==> config.mk <==
export PLATFORM = sky130hd
export DESIGN_NAME = serial_char_tx
export DESIGN_NICKNAME = d
export VERILOG_FILES = /design/src/rtl/serial_char_tx.sv
export SDC_FILE = /design/constraint.sdc
export NUM_CORES = 1
export LEC_CHECK = 0
export CAP_MARGIN = 20
export CORE_MARGIN = 1
export CORE_UTILIZATION = 60
export CTS_BUF_LIST = sky130_fd_sc_hd__clkbuf_4 sky130_fd_sc_hd__clkbuf_8 sky130_fd_sc_hd__clkbuf_16
export CTS_CLUSTER_DIAMETER = 80
export DETAILED_ROUTE_END_ITERATION = 10
export DONT_BUFFER_PORTS = 1
export PLACE_DENSITY = 0.76
export SLEW_MARGIN = 20
export SYNTH_ARGS = -nofsm -noshare
export SYNTH_HDL_FRONTEND = slang
export SYNTH_SLANG_ARGS = --single-unit
==> constraint.sdc <==
create_clock -name clk -period 4 [get_ports clk]
set_input_delay 0.6 -clock clk [delete_from_list [all_inputs] [get_ports clk]]
set_output_delay 0.6 -clock clk [all_outputs]
set_load 0.02 [all_outputs]
==> src/rtl/serial_char_tx.sv <==
// serial_char_tx: async-serial frame transmitter (start 0, DATA_BITS data LSB first, stop 1).
// Latency: start bit on serialOut right after the accepting edge; a frame takes (DATA_BITS+2)*CLKS_PER_BIT cycles.
// Backpressure: loadChar is accepted only in IDLE or on the frame's final edge; at any other edge it is ignored.
//
// Ports:
//   clk        system clock, rising edge
//   rst        asynchronous active-low reset
//   loadChar   request to send parallelIn
//   parallelIn character to transmit, captured when the load is accepted
//   serialOut  registered serial line, idle high
//   txBusy     high while a frame is in progress
//   charSent   one-cycle pulse on the edge that completes a frame
module serial_char_tx #(
  parameter int DATA_BITS    = 8,
  parameter int CLKS_PER_BIT = 16
) (
  input  logic                 clk,
  input  logic                 rst,
  input  logic                 loadChar,
  input  logic [DATA_BITS-1:0] parallelIn,
  output logic                 serialOut,
  output logic                 txBusy,
  output logic                 charSent
);

  localparam int DIV_W = $clog2(CLKS_PER_BIT);
  localparam int BIT_W = $clog2(DATA_BITS);
  localparam logic [DIV_W-1:0] DIV_LAST = DIV_W'(CLKS_PER_BIT - 1);
  localparam logic [BIT_W-1:0] BIT_LAST = BIT_W'(DATA_BITS - 1);

  typedef enum logic [1:0] {
    IDLE  = 2'd0,
    START = 2'd1,
    DATA  = 2'd2,
    STOP  = 2'd3
  } state_t;

  state_t               state_q, state_d;
  logic [DIV_W-1:0]     div_q, div_d;
  logic [BIT_W-1:0]     bit_q, bit_d;
  logic [DATA_BITS-1:0] shift_q, shift_d;
  logic                 serial_q, serial_d;
  logic                 sent_q, sent_d;
  logic                 div_wrap;

  // Last clock of the current bit period.
  assign div_wrap = (div_q == DIV_LAST);

  // State register
  always_ff @(posedge clk or negedge rst) begin
    if (!rst) begin
      state_q  <= IDLE;
      div_q    <= '0;
      bit_q    <= '0;
      shift_q  <= '0;
      serial_q <= 1'b1;
      sent_q   <= 1'b0;
    end else begin
      state_q  <= state_d;
      div_q    <= div_d;
      bit_q    <= bit_d;
      shift_q  <= shift_d;
      serial_q <= serial_d;
      sent_q   <= sent_d;
    end
  end

  // Next-state logic
  always_comb begin
    state_d = state_q;
    div_d   = div_wrap ? '0 : div_q + DIV_W'(1);
    bit_d   = bit_q;
    shift_d = shift_q;
    case (state_q)
      IDLE: begin
        // Divider is parked at zero so the start bit gets a full period.
        div_d = '0;
        if (loadChar) begin
          state_d = START;
          shift_d = parallelIn;
          bit_d   = '0;
        end
      end
      START: begin
        if (div_wrap) begin
          state_d = DATA;
          bit_d   = '0;
        end
      end
      DATA: begin
        if (div_wrap) begin
          // Data bit 0 is already in shift_q[0]; each later bit arrives by shifting.
          shift_d = shift_q >> 1;
          if (bit_q == BIT_LAST) begin
            state_d = STOP;
          end else begin
            bit_d = bit_q + BIT_W'(1);
          end
        end
      end
      STOP: begin
        if (div_wrap) begin
          // A load on the completion edge chains straight into the next start bit.
          if (loadChar) begin
            state_d = START;
            shift_d = parallelIn;
            bit_d   = '0;
          end else begin
            state_d = IDLE;
          end
        end
      end
      default: begin
        state_d = IDLE;
      end
    endcase
  end

  // Output logic: the line level is decoded from the next state and registered,
  // so serialOut is a clean flop output with no path from loadChar/parallelIn.
  always_comb begin
    serial_d = 1'b1;
    case (state_d)
      START:   serial_d = 1'b0;
      DATA:    serial_d = shift_d[0];
      default: serial_d = 1'b1;
    endcase
    sent_d = (state_q == STOP) && div_wrap;
  end

  assign serialOut = serial_q;
  assign txBusy    = (state_q != IDLE);
  assign charSent  = sent_q;

endmodule

Yosys cells after proc, flatten, opt, wreduce, memory -nomap -nowiden
Index checks and enable logic that the tools add are counted.
{"block": "totals", "output_inout_bits": 3, "wordCells": 46, "inputBits": 11, "regBits": 19}
{"block": "classes", "n_reduce_logical": 6, "addsub": 2, "n_mux": 20, "eq_ne": 11}
{"operator": "8-bit 2-to-1 mux", "n": 3}
{"operator": "8-bit case mux with 3 select lines", "n": 1}
{"operator": "3-bit 2-to-1 mux", "n": 5}
{"operator": "3-bit case mux with 4 select lines", "n": 1}
{"operator": "2-bit 2-to-1 mux", "n": 5}
{"operator": "4-bit 2-to-1 mux", "n": 2}
{"operator": "2-bit != test, second input constant", "n": 4}
{"operator": "2-bit case mux with 4 select lines", "n": 1}
{"operator": "2-bit equality test, second input constant", "n": 3}
{"operator": "4-bit by 1-bit adder with 4-bit output, second input constant", "n": 1}
{"operator": "2-bit by 1-bit equality test with 1-bit output, second input constant", "n": 2}
{"operator": "4-bit equality test, second input constant", "n": 1}
{"operator": "4-bit AND reduction", "n": 1}
{"operator": "3-bit by 1-bit adder with 3-bit output, second input constant", "n": 1}
{"operator": "3-bit equality test, second input constant", "n": 1}
{"operator": "3-bit AND reduction", "n": 1}
{"operator": "3-bit nonzero test", "n": 1}
{"operator": "2-bit zero test", "n": 1}
{"operator": "1-bit case mux with 2 select lines", "n": 1}
{"operator": "2-bit nonzero test", "n": 1}
{"operator": "1-bit logical AND", "n": 1}
{"operator": "1-bit 2-to-1 mux", "n": 1}

Longest topological paths before layout
Gate-level depths: netlist (run 1).
{"block": "logic_depth", "depth_word": 6, "depth_mapped": 6, "depth_no_buf": 6}

Worst setup path after synthesis (run 1)
Ideal clock, no wire load.
{"block": "synth_timing", "path_type": "register to output", "startpoint": "register state_q[1]", "endpoint": "output txBusy", "path_stages_with_launch": 3, "t_arrival_ps": 946, "path_buffers": 0, "path_slack_ps": 2454, "t_required_ps": 3400, "cell_sequence": "dfrtp_1 nor2_1 inv_1"}
{"block": "synth_between", "elab_chain_len": 1}
{"item": "start: declaration", "line_no": "38", "rtl": "state_t state_q, state_d;"}
{"item": "start signal: assignment", "line_no": "59", "rtl": "state_q <= state_d;"}
{"item": "2-bit nonzero test", "line_no": "132", "rtl": "assign txBusy = (state_q != IDLE);"}
{"item": "end: declaration", "line_no": "22", "rtl": "output logic txBusy,"}
No other way between the ends.

Worst setup path in the final report (run 1)
Ends and elaborated chain as after synthesis.

==> flow_summary.yaml, run 1 <==
clock_tree:
  root_buffer: "clkbuf_4"
  cts_max_path_buffers: 2
  cts_tree: "done"
  cts_made_buffers: 3
  h-tree-depth: 1
  numClockSinks: 19
  path_clk_slew_ns: 0.10
  clk-insertion-delay-late_ns: 0.30
  cts_setup_buffers: 0
yosys:
  yosysUniqueCellTypes: 35
  synth_edf_count: 0
  yosysTopAreaCell: "dfrtp_1"
  syn-cell-area_sq_um: 970
  avgSynthCellArea_sq_um: 10.3
  yosysWarnings: 0
  synth_top_area_frac: 0.465
  yosys-top-cells-area: "dfrtp_1 (46%), nand2_1 (5.8%), a22oi_1 (4.6%)"
  synthTopCellsByCount: "dfrtp_1 (18), nand2_1 (15), a22oi_1 (6), nor2_1 (6), a21oi_1 (5)"
  syn-instance-count: 94
  synth_nets: 108
  ys_seq_area_frac: 0.492
  synth_ff_type: "dfrtp_1"
  ys_seq_elements: 19
  synth_most_common_cell: "dfrtp_1"
  async_reset_ff_frac: 1.00
die:
  rows: 14
  die_x_microns: 42.2
  pin_count: 14
  die-area_sq_um: 1780
  coreArea_sq_um: 1510
  die_h_microns: 42.2
  start_util: 0.644
critical_path:
  r2r-end: "shift_q[4]"
  r2r_start: "div_q[0]"
  rrSetupSlack_ns: 2.29
  cp.required_ns: 3.40
  critPathArrivalTime_ns: 1.53
  reg2regPathDepth: 5
  start_kind: "flip-flop"
  worstSetupPathType: "flip-flop to output port"
  crit_fanout: 14
  end_kind: "output port"
power:
  p_leak_nw: 0.442
  seqPwrFrac: 0.542
  pwr-share-comb: 0.303
  power.density_nw_per_um2: 671
  internal-power_mw: 0.416
  total_power_mw: 0.674
  switchingPower_mw: 0.258
  clockPowerShare: 0.154
  switching_share: 0.382
  vdd_drop_max_uv: 357
place:
  dp_hpwl_microns: 1200
  io_buffers: 0
  gp_congestion: 0.743
  dp_slack_ns: 2.20
min_path:
  hold_path_class: "input port to asynchronous set/reset pin"
job:
  cap_violations: 0
detailed_routing:
  routedWlPerCell_microns: 15.2
  first_pass_iters: 4
  vias: 721
  top_layer: "met4"
  drc: 0
  postRouteAntennaNets: 0
  drt_iter0_drc: 13
  wirelength_microns: 1690
  wl_met2_microns: 838
  wl_met3_microns: 66
  routed_via_density: 6.50
  wl_met1_microns: 749
timing:
  setup_ws_ns: 1.87
  slew_viol_final: 0
  slew_headroom: 0.476
  fmax_mhz: 469
  setup-violations-final: 0
  finalHoldViolCount: 0
  worstMarginPinSlew_ns: 0.783
  min_period_over_period: 0.533
  whs_ns: 0.130
  setup-tns-final_ns: 0
  finalClockSkew_ns: 0.00434
  rsz0062_at_grt: "no"
  period_needed_ns: 2.13
status:
  status: "completed"
final_layout:
  fillers: 145
  layout.nets: 110
  area_growth_pct: 3.48
  regArea_sq_um: 477
  drive_gt1_frac: 0.105
  multiInputGateArea_sq_um: 455
  antennaDiodeCount: 0
global_routing:
  overflow: 0
  grt_pass1_wl_microns: 2910
  grt_max_degree: 19
  grt_pass1_vias: 698
  grt_antenna_before_repair: 0
  grt_usage: 0.218
## area by class of cell
| cell class | count | area share |
|---|---|---|
| clock buffers | 4 | 0.0299 |
| multi-input cells | 68 | 0.454 |
| flip-flops and latches | 19 | 0.475 |
| inverters | 3 | 0.0112 |
| well taps | 16 | 0.0200 |
| repair buffers | 1 | 0.00998 |
## layout by cell type, fill, tap and decap left out, drive strengths merged, types with 2 or more instances in the layout
cell type  count
nand2         15
xnor2          2
nor2           7
a22oi          6
a22o           3
nand2b         3
o21ai          2
a21oi          5
ha             3
o22ai          2
dfrtp         18
clkbuf         4
inv            3
nor3           3
and3           2
## power groups by stage
stage	combinational, mW	clock (mW)	sequential (mW)
3_5_place_dp	0.203	0	0.366
3_3_place_gp	0.194	0	0.362
6_report	0.204	0.104	0.365
5_1_grt	0.231	0.114	0.378
2_1_floorplan	0.202	0	0.328
4_1_cts	0.208	0.107	0.363
## logic make-up after synthesis
logic type | Yosys count | synth area share
adder cells (fa/ha/maj) | 3 | 0.0387
buffers and inverters | 7 | 0.0387
AND/OR/NAND/NOR | 36 | 0.182
XOR/XNOR | 2 | 0.0181
multiplexers | 2 | 0.0219
flip-flops | 19 | 0.492
AO/OA/AOI/OAI | 25 | 0.209
## state kept, by name (all words and copies together) (netlist names)
name and cells:
serialOut 1, div_q 4, state_q 2, bit_q 3, shift_q 8, charSent 1
## metal layers
metal,up-vias,GRT usage
met5,-,0
met4,0,0.125
met3,4,0.0431
met2,19,0.338
met1,354,0.285
li1,344,-
## worst max path at each step
stage                          start  endpoint
after global placement    state_q[1]    txBusy
final                     state_q[1]    txBusy
after global routing      state_q[1]    txBusy
after floorplan           state_q[1]    txBusy
after CTS                 state_q[1]    txBusy
after detailed placement  state_q[1]    txBusy
## timing repair
action | in CTS | in global routing
resized for setup | 0 | 0
endpoints found under the hold margin | 18 | 0
hold buffers | 1 | 0
## per-stage QoR
stage	area, sq um	cells	util
after floorplan	970	94	-
after global placement	963	106	0.640
after detailed placement	963	106	0.640
after CTS	1000	111	0.666
after global routing	1000	111	0.666
final	1000	111	0.666
## worst max-delay path, cell delays in order (launching register included)
cell     delay [ns]
dfrtp_1        0.57
nor2_1         0.45
inv_1          0.21
Note: power is estimated with default switching activity, not from simulation.
==> run 2, diff against run 1 <==
- CORE_UTILIZATION: 60 -> 54
- PLACE_DENSITY: 0.76 -> 0.72
- clock period: 4 -> 1.7 ns (I/O delays scaled with it)
==> run 2 against run 1 <==
Setup slack lost 1.7 ns. Via count grew 0.28%. Hold slack lost 0.065 ns. Clock power grew 110%. Register-to-register slack lost 2.1 ns. Sequential power grew 120%. Critical path depth grew 3. Core utilization shrank 1.5 points. Final cell count grew 9.9%. Clock skew shrank 0.0026 ns.
==> flow_summary.yaml, run 2 (synthesized netlist as in run 1, its figures left out) <==
status:
  status: "completed"
timing:
  rsz0062_at_grt: "no"
  slew_headroom: 0.461
  slew_viol_final: 0
  finalClockSkew_ns: 0.00175
  min_period_over_period: 0.896
  whs_ns: 0.0642
  setup-tns-final_ns: 0
  finalHoldViolCount: 0
  worstMarginPinSlew_ns: 0.805
  fmax_mhz: 657
  period_needed_ns: 1.52
  setup-violations-final: 0
die:
  coreArea_sq_um: 1590
  rows: 14
  pin_count: 14
  die-area_sq_um: 1970
  die_h_microns: 44.4
  start_util: 0.608
  die_x_microns: 44.4
final_layout:
  largest_reg_flops: 8
  regMostFlops: "shift_q"
  finish.utilization: 0.651
  largestRegisters: "shift_q (8), div_q (4), bit_q (3)"
  layout_common_cells: "dfrtp_1 (18), nand2_1 (15), nor2_1 (6), a22oi_1 (6), a21oi_1 (5)"
  antennaDiodeCount: 0
  area_growth_pct: 6.97
  fillers: 133
  mostFrequentLayoutCell: "dfrtp_1"
  layout.nets: 113
  drive_gt1_frac: 0.153
detailed_routing:
  wirelength_microns: 1640
  routed_via_density: 5.93
  drc: 0
  vias: 723
  routedWlPerCell_microns: 13.4
  postRouteAntennaNets: 0
  drt_iter0_drc: 14
  first_pass_iters: 4
critical_path:
  reg2regPathDepth: 5
  rrSetupSlack_ns: 0.18
  critPathArrivalTime_ns: 1.71
  cp.required_ns: 1.89
  r2r_start: "div_q[0]"
  r2r-end: "shift_q[5]"
  crit_start: "div_q[0]"
  start_kind: "flip-flop"
  crit_end: "shift_q[5]"
  crit_fanout: 7
  worstSetupPathType: "flip-flop to flip-flop"
  end_kind: "flip-flop"
min_path:
  hold_path_class: "input port to flip-flop"
  hold_start: "parallelIn[2]"
global_routing:
  grt_pass1_wl_microns: 2920
  grt_pass1_vias: 690
  grt_max_degree: 20
  overflow: 0
  grt_usage: 0.204
  grt_antenna_before_repair: 0
power:
  internal-power_mw: 1.00
  p_leak_nw: 0.454
  power.density_nw_per_um2: 1550
  vdd_drop_max_uv: 942
  switchingPower_mw: 0.604
  pwr-share-comb: 0.353
  seqPwrFrac: 0.511
  switching_share: 0.376
  clockPowerShare: 0.137
clock_tree:
  numClockSinks: 19
  cts_setup_buffers: 0
  cts_made_buffers: 3
  root_buffer: "clkbuf_4"
  cts_tree: "done"
  clk-insertion-delay-late_ns: 0.29
  cts_max_path_buffers: 2
  h-tree-depth: 1
  path_clk_slew_ns: 0.10
job:
  cap_violations: 0
place:
  dp_hpwl_microns: 1230
  gp_congestion: 0.746
  io_buffers: 0
[run 2: power by group through the flow]
stage	logic, mW	clock network, mW	registers, mW
6_report	0.566	0.219	0.820
5_1_grt	0.642	0.244	0.845
4_1_cts	0.569	0.231	0.818
3_5_place_dp	0.554	0	0.828
3_3_place_gp	0.541	0	0.823
2_1_floorplan	0.475	0	0.773
[run 2: worst max-delay path, cell delays in order, from the launching register on]
cell	delay [ns]
dfrtp_1	0.41
ha_2	0.24
and3_2	0.29
a32oi_4	0.18
a22oi_1	0.23
nand2_1	0.07
[run 2: final cells by class]
| type | instances | area, sq um | area share |
|---|---|---|---|
| sequential | 19 | 477 | 0.460 |
| multi-input combinational | 68 | 459 | 0.443 |
| timing repair buffer | 4 | 32.5 | 0.0314 |
| inverter | 3 | 11.3 | 0.0109 |
| tap | 24 | 30.0 | 0.0290 |
| clock buffer | 3 | 22.5 | 0.0217 |
| clock inverter | 1 | 5.00 | 0.00483 |
[run 2: per-layer routing]
metal  track usage  vias to the layer above  share of wire
li1              -                      350              -
met1         0.259                      355           0.45
met2         0.341                       16           0.51
met3        0.0245                        2          0.030
met4         0.109                        0          0.011
met5             0                        -              0
[run 2: what timing repair did]
item / in CTS / in global routing
endpoints found under the hold margin: 19 / 0
endpoints found under the setup margin: 0 / 9
hold buffers: 1 / 0
gates resized for setup: 0 / 2
[run 2: stage by stage]
step           power (mW)  instances  setup WS, ns  instance area (sq um)
3_3_place_gp         1.36        117         0.144                    996
3_5_place_dp         1.38        117        0.0604                    996
5_1_grt              1.73        122        0.0270                   1040
6_report             1.61        122         0.177                   1040
2_1_floorplan        1.25         94         0.246                    970
4_1_cts              1.62        122        0.0408                   1030
[run 2: worst min-delay path by stage]
stage,end,depth (start not counted)
6_report,shift_q[2],2
5_1_grt,shift_q[5],2
4_1_cts,shift_q[2],2
3_5_place_dp,charSent,0
3_3_place_gp,charSent,0
2_1_floorplan,bit_q[0],0
